File: src/rtl/post_processing_ctrl.sv
// post_processing_ctrl
//   Frame sequencer for the six-to-one feature reduction pipeline. Admits
//   exactly one ROWS x COLS frame of conv beats after a start command, tracks
//   each admitted beat through the fixed pipeline latency, and tags the
//   pipeline output with row/column position and end-of-row/frame markers.
//
// Ports
//   clk            system clock, rising edge
//   rst_n          synchronous active-low reset
//   start          one-cycle frame start request (honoured only in IDLE)
//   features_valid conv layer presents a beat to the pipeline this cycle
//   out_valid      pipeline output carries a frame beat this cycle
//   out_row        row of the current output beat
//   out_col        column of the current output beat
//   out_last_col   output beat is the last column of its row
//   out_last_frame output beat is the final beat of the frame
//   busy           frame in progress (RUN or FLUSH)
//   done           one-cycle pulse after the last output beat
//   err_stray      sticky: beat presented while none was admissible
module post_processing_ctrl #(
    parameter int unsigned ROWS       = 28,
    parameter int unsigned COLS       = 28,
    parameter int unsigned PP_LATENCY = 4
) (
    input  logic                    clk,
    input  logic                    rst_n,
    input  logic                    start,
    input  logic                    features_valid,
    output logic                    out_valid,
    output logic [$clog2(ROWS)-1:0] out_row,
    output logic [$clog2(COLS)-1:0] out_col,
    output logic                    out_last_col,
    output logic                    out_last_frame,
    output logic                    busy,
    output logic                    done,
    output logic                    err_stray
);

    localparam int unsigned TOTAL = ROWS * COLS;
    localparam int unsigned CNT_W = $clog2(TOTAL + 1);
    localparam int unsigned ROW_W = $clog2(ROWS);
    localparam int unsigned COL_W = $clog2(COLS);

    localparam logic [CNT_W-1:0] LAST_IN  = CNT_W'(TOTAL - 1);
    localparam logic [CNT_W-1:0] FULL_IN  = CNT_W'(TOTAL);
    localparam logic [ROW_W-1:0] LAST_ROW = ROW_W'(ROWS - 1);
    localparam logic [COL_W-1:0] LAST_COL = COL_W'(COLS - 1);

    typedef enum logic [1:0] {
        IDLE,
        RUN,
        FLUSH,
        DONE
    } state_t;

    state_t                  state_q, state_d;
    logic [CNT_W-1:0]        in_cnt_q, in_cnt_d;
    logic [ROW_W-1:0]        row_q, row_d;
    logic [COL_W-1:0]        col_q, col_d;
    logic [PP_LATENCY-1:0]   vld_sr_q, vld_sr_d;
    logic                    err_q, err_d;
    logic                    busy_q, busy_d;
    logic                    done_q, done_d;
    logic                    admit;

    assign out_valid      = vld_sr_q[PP_LATENCY-1];
    assign out_row        = row_q;
    assign out_col        = col_q;
    assign out_last_col   = out_valid && (col_q == LAST_COL);
    assign out_last_frame = out_last_col && (row_q == LAST_ROW);
    assign busy           = busy_q;
    assign done           = done_q;
    assign err_stray      = err_q;

    // Only RUN admits beats; the count guard is redundant with the RUN->FLUSH
    // transition but keeps the counter from ever passing the frame total.
    assign admit = (state_q == RUN) && features_valid && (in_cnt_q != FULL_IN);

    always_comb begin
        state_d  = state_q;
        in_cnt_d = in_cnt_q;
        row_d    = row_q;
        col_d    = col_q;
        err_d    = err_q;

        vld_sr_d[0] = admit;
        for (int unsigned i = 1; i < PP_LATENCY; i++) begin
            vld_sr_d[i] = vld_sr_q[i-1];
        end

        // Position advances per output beat; it holds on the final beat so the
        // row counter never steps past ROWS-1.
        if (out_valid && !out_last_frame) begin
            if (col_q == LAST_COL) begin
                col_d = '0;
                row_d = row_q + ROW_W'(1);
            end else begin
                col_d = col_q + COL_W'(1);
            end
        end

        case (state_q)
            IDLE: begin
                if (start) begin
                    state_d  = RUN;
                    in_cnt_d = '0;
                    row_d    = '0;
                    col_d    = '0;
                    err_d    = 1'b0;
                end
            end
            RUN: begin
                if (admit) begin
                    in_cnt_d = in_cnt_q + CNT_W'(1);
                    if (in_cnt_q == LAST_IN) begin
                        state_d = FLUSH;
                    end
                end
            end
            FLUSH: begin
                if (out_last_frame) begin
                    state_d = DONE;
                end
            end
            DONE: begin
                state_d = IDLE;
            end
            default: begin
                state_d = IDLE;
            end
        endcase

        // A stray beat flags even on the start edge: that beat is itself stray.
        if (features_valid && (state_q != RUN)) begin
            err_d = 1'b1;
        end

        busy_d = (state_d == RUN) || (state_d == FLUSH);
        done_d = (state_d == DONE);
    end

    always_ff @(posedge clk) begin
        if (!rst_n) begin
            state_q  <= IDLE;
            in_cnt_q <= '0;
            row_q    <= '0;
            col_q    <= '0;
            vld_sr_q <= '0;
            err_q    <= 1'b0;
            busy_q   <= 1'b0;
            done_q   <= 1'b0;
        end else begin
            state_q  <= state_d;
            in_cnt_q <= in_cnt_d;
            row_q    <= row_d;
            col_q    <= col_d;
            vld_sr_q <= vld_sr_d;
            err_q    <= err_d;
            busy_q   <= busy_d;
            done_q   <= done_d;
        end
    end

endmodule

File: config.mk
export PLATFORM = sky130hd
export DESIGN_NAME = post_processing_ctrl
export DESIGN_NICKNAME = d
export VERILOG_FILES = /design/src/rtl/post_processing_ctrl.sv
export SDC_FILE = /design/constraint.sdc
export NUM_CORES = 1
export LEC_CHECK = 0
export ABC_AREA = 1
export CAP_MARGIN = 30
export CORE_UTILIZATION = 53
export DETAILED_ROUTE_END_ITERATION = 7
export HOLD_SLACK_MARGIN = 0.03
export PLACE_DENSITY = 0.79
export RECOVER_POWER = 50
export SETUP_SLACK_MARGIN = 0.05
export SYNTH_ARGS = -nofsm -noshare
export SYNTH_HDL_FRONTEND = slang
export SYNTH_SLANG_ARGS = --single-unit
File: constraint.sdc
create_clock -name clk -period 2.1 [get_ports clk]
set_input_delay 0.21 -clock clk [delete_from_list [all_inputs] [get_ports clk]]
set_output_delay 0.21 -clock clk [all_outputs]
set_load 0.02 [all_outputs]
==> run metrics <==
status completed; post-route cell area 1690 um2; initial antenna violation count 0; Reg clk slew, reported paths 0.09 ns; Worst Hold Depth 2; CTS tree built; final worst path period share 0.929; RSZ-0062 raised after global routing true; CTS sink cnt 29; Hold Path Class reg -> reg; via count 1350; Final setup viols 0; Hold Vio Cnt, Final 0; RR Endpoint busy; Synth Instances 210; reg2reg path depth 12; final hold slack 0.422 ns; fillers 233; hold wc startpoint vld_sr_q[0]; post-route ant nets 0; global-route wire length before repair 4.84 mm; Sw Ratio 0.258; Worst-Margin Slew 0.356 ns; Leakage 0.000765 uW; DIE AREA 2900 um2; Slew HR 0.762; worst ir drop on vdd 0.596 mV; Psw 248 uW; Flop pwr share 0.590; n_diodes 0; num rows 18; Worst Skew 0.00968 ns; Core Region 2500 um2; area of the multi-input gates 702 um2; Startpoint Class flip-flop; Worst Path Required 1.89 ns; Ports 20; register bit count reported by yosys 29; Syn Area/Cell 6.79 um2; Hold Path Sink vld_sr_q[1]; clock share of power 0.328; Final #Nets 244; critical path endpoint category output port; Initial Util 0.570; crit path DAT 1.74 ns; DRC Markers 0; Via density 5.08; total grt overflow 0; HPWL after DPL 2.16 mm; r2r setup slk 0.24 ns; WL/cell 10.8 um; layout cells sized above 1 0.0763; cts bufs inserted 5; Routed WL 2.86 mm; sequential area share after synthesis 0.407; H-tree depth 2; hold_buf cts 0; Comb pwr share 0.082; P&R area growth vs syn 18.3%; I/O Buffers 19; Peak Freq 513 MHz; Tmin final 1.95 ns; Crit Path Class reg -> out; CP Max Fanout 4; Synth cell types 22; Root Driver clkbuf_4; Synth warnings 0; Max Slew Vio Count 0; Pre-Repair DR Iteration Count 4; PwrDens 571 nW/um2; Die H 53.9 um; DP Area 1650 um2; max-cap viol count 0; clk_lat worst skew 0.32 ns; RePlAce Congestion 0.832; Internal Power 715 uW; largest net degree at the start of global routing 12; vias in the first global route 1202; DR iter-0 viols 35; most common cell after layout, fill and taps aside nand2_1; net count after synthesis 219; register area 581 um2; Post-Syn Area 1430 um2; Post-CTS Setup Bufs 0; RR Startpoint out_col[1]; Die Width 53.9 um; total track usage 0.238; CTS Buffer Depth 2; most frequent cells in the layout 54 x nand2_1, 35 x nor2_1, 30 x inv_1, 29 x dfxtp_1, 14 x a21oi_1; Setup Total Neg Slack 0 ns
-- routing by layer --
| metal | vias to the layer above | track usage | routed length, um |
|---|---|---|---|
| li1 | 711 | - | - |
| met1 | 607 | 0.264 | 1320 |
| met2 | 24 | 0.401 | 1380 |
| met3 | 8 | 0.0791 | 100 |
| met4 | 0 | 0.118 | 64 |
| met5 | - | 0 | 0 |
-- final cells by class --
class | count | share of cell area
clock inverters | 2 | 0.00593
clock buffers | 6 | 0.0245
flip-flops and latches | 29 | 0.344
inverters | 32 | 0.0712
repair buffers | 21 | 0.116
well taps | 30 | 0.0223
multi-input cells | 146 | 0.416
-- through the flow --
step / setup WS [ns] / total power, uW / std cells / util
3_5_place_dp: 0.226 / 664 / 258 / 0.659
2_1_floorplan: 0.194 / 640 / 210 / -
5_1_grt: 0.0458 / 1020 / 266 / 0.675
4_1_cts: 0.138 / 981 / 266 / 0.678
6_report: 0.150 / 963 / 266 / 0.675
3_3_place_gp: 0.278 / 662 / 258 / 0.659
-- Yosys cell counts --
| cell | count | area (um2) |
|---|---|---|
| a22oi_1 | 1 | 7.51 |
| a32o_1 | 1 | 10.0 |
| nand2_2 | 4 | 25.0 |
| inv_1 | 30 | 113 |
| nand2_1 | 51 | 191 |
| ha_1 | 5 | 62.6 |
| nor2_2 | 3 | 18.8 |
| inv_2 | 2 | 7.51 |
| dfxtp_1 | 29 | 581 |
| nor2_1 | 35 | 131 |
| a21boi_2 | 1 | 11.3 |
| and3_1 | 1 | 6.26 |
| nor3_1 | 2 | 10.0 |
| nand3_2 | 1 | 10.0 |
| a21oi_1 | 14 | 70.1 |
| nand3_1 | 9 | 45.0 |
| nor3_2 | 1 | 10.0 |
| xor2_1 | 1 | 8.76 |
| buf_6 | 1 | 11.3 |
| buf_2 | 2 | 10.0 |
| nand4_1 | 4 | 25.0 |
| o21ai_0 | 12 | 60.1 |
-- worst max-delay path by stage --
stage                     startpoint             end  slack, ns
after global placement    out_col[0]  out_last_frame       0.28
after global routing      out_col[0]    out_last_col       0.05
after floorplan           out_col[0]            busy       0.19
final                     out_col[1]    out_last_col       0.15
after CTS                 out_col[0]  out_last_frame       0.14
after detailed placement  out_col[0]  out_last_frame       0.23
-- cells by family (layout without fill, tap and decap cells) --
group / Yosys count / after routing / share of synthesized area
xor gates and xnor gates: 1 / 1 / 0.00615
buffers and inverters: 35 / 61 / 0.0992
AOI/OAI and AO/OA: 29 / 29 / 0.112
adders and majority gates: 5 / 5 / 0.0439
DFF: 29 / 29 / 0.407
and+or+nand+nor: 111 / 111 / 0.332
-- repair_timing --
action	CTS	global route
setup endpoints to repair	2	3
endpoints found under the hold margin	0	0
pin swaps	0	0
resized for setup	2	4
-- critical path, cell delays in order (launching register included) --
cell           delay, ns
dfxtp_1             0.39
ha_1                0.23
nand2_1             0.09
nor2_2              0.15
nand2_1             0.13
inv_2               0.11
dlygate4sd2_1       0.33
-- state kept, by name, indices dropped and copies added (netlist names) --
register	count
busy	1
in_cnt_q	10
err_stray	1
state_q	2
out_col	5
done	1
vld_sr_q	4
out_row	5
-- power by group through the flow --
stage,clock (uW),sequential [uW],combinational [uW]
final,316,568,79.2
after global routing,358,569,91.8
after CTS,329,568,83.4
after detailed placement,0,581,82.9
after global placement,0,581,80.9
after floorplan,0,584,55.6
Power figures use the tool's default switching activity.
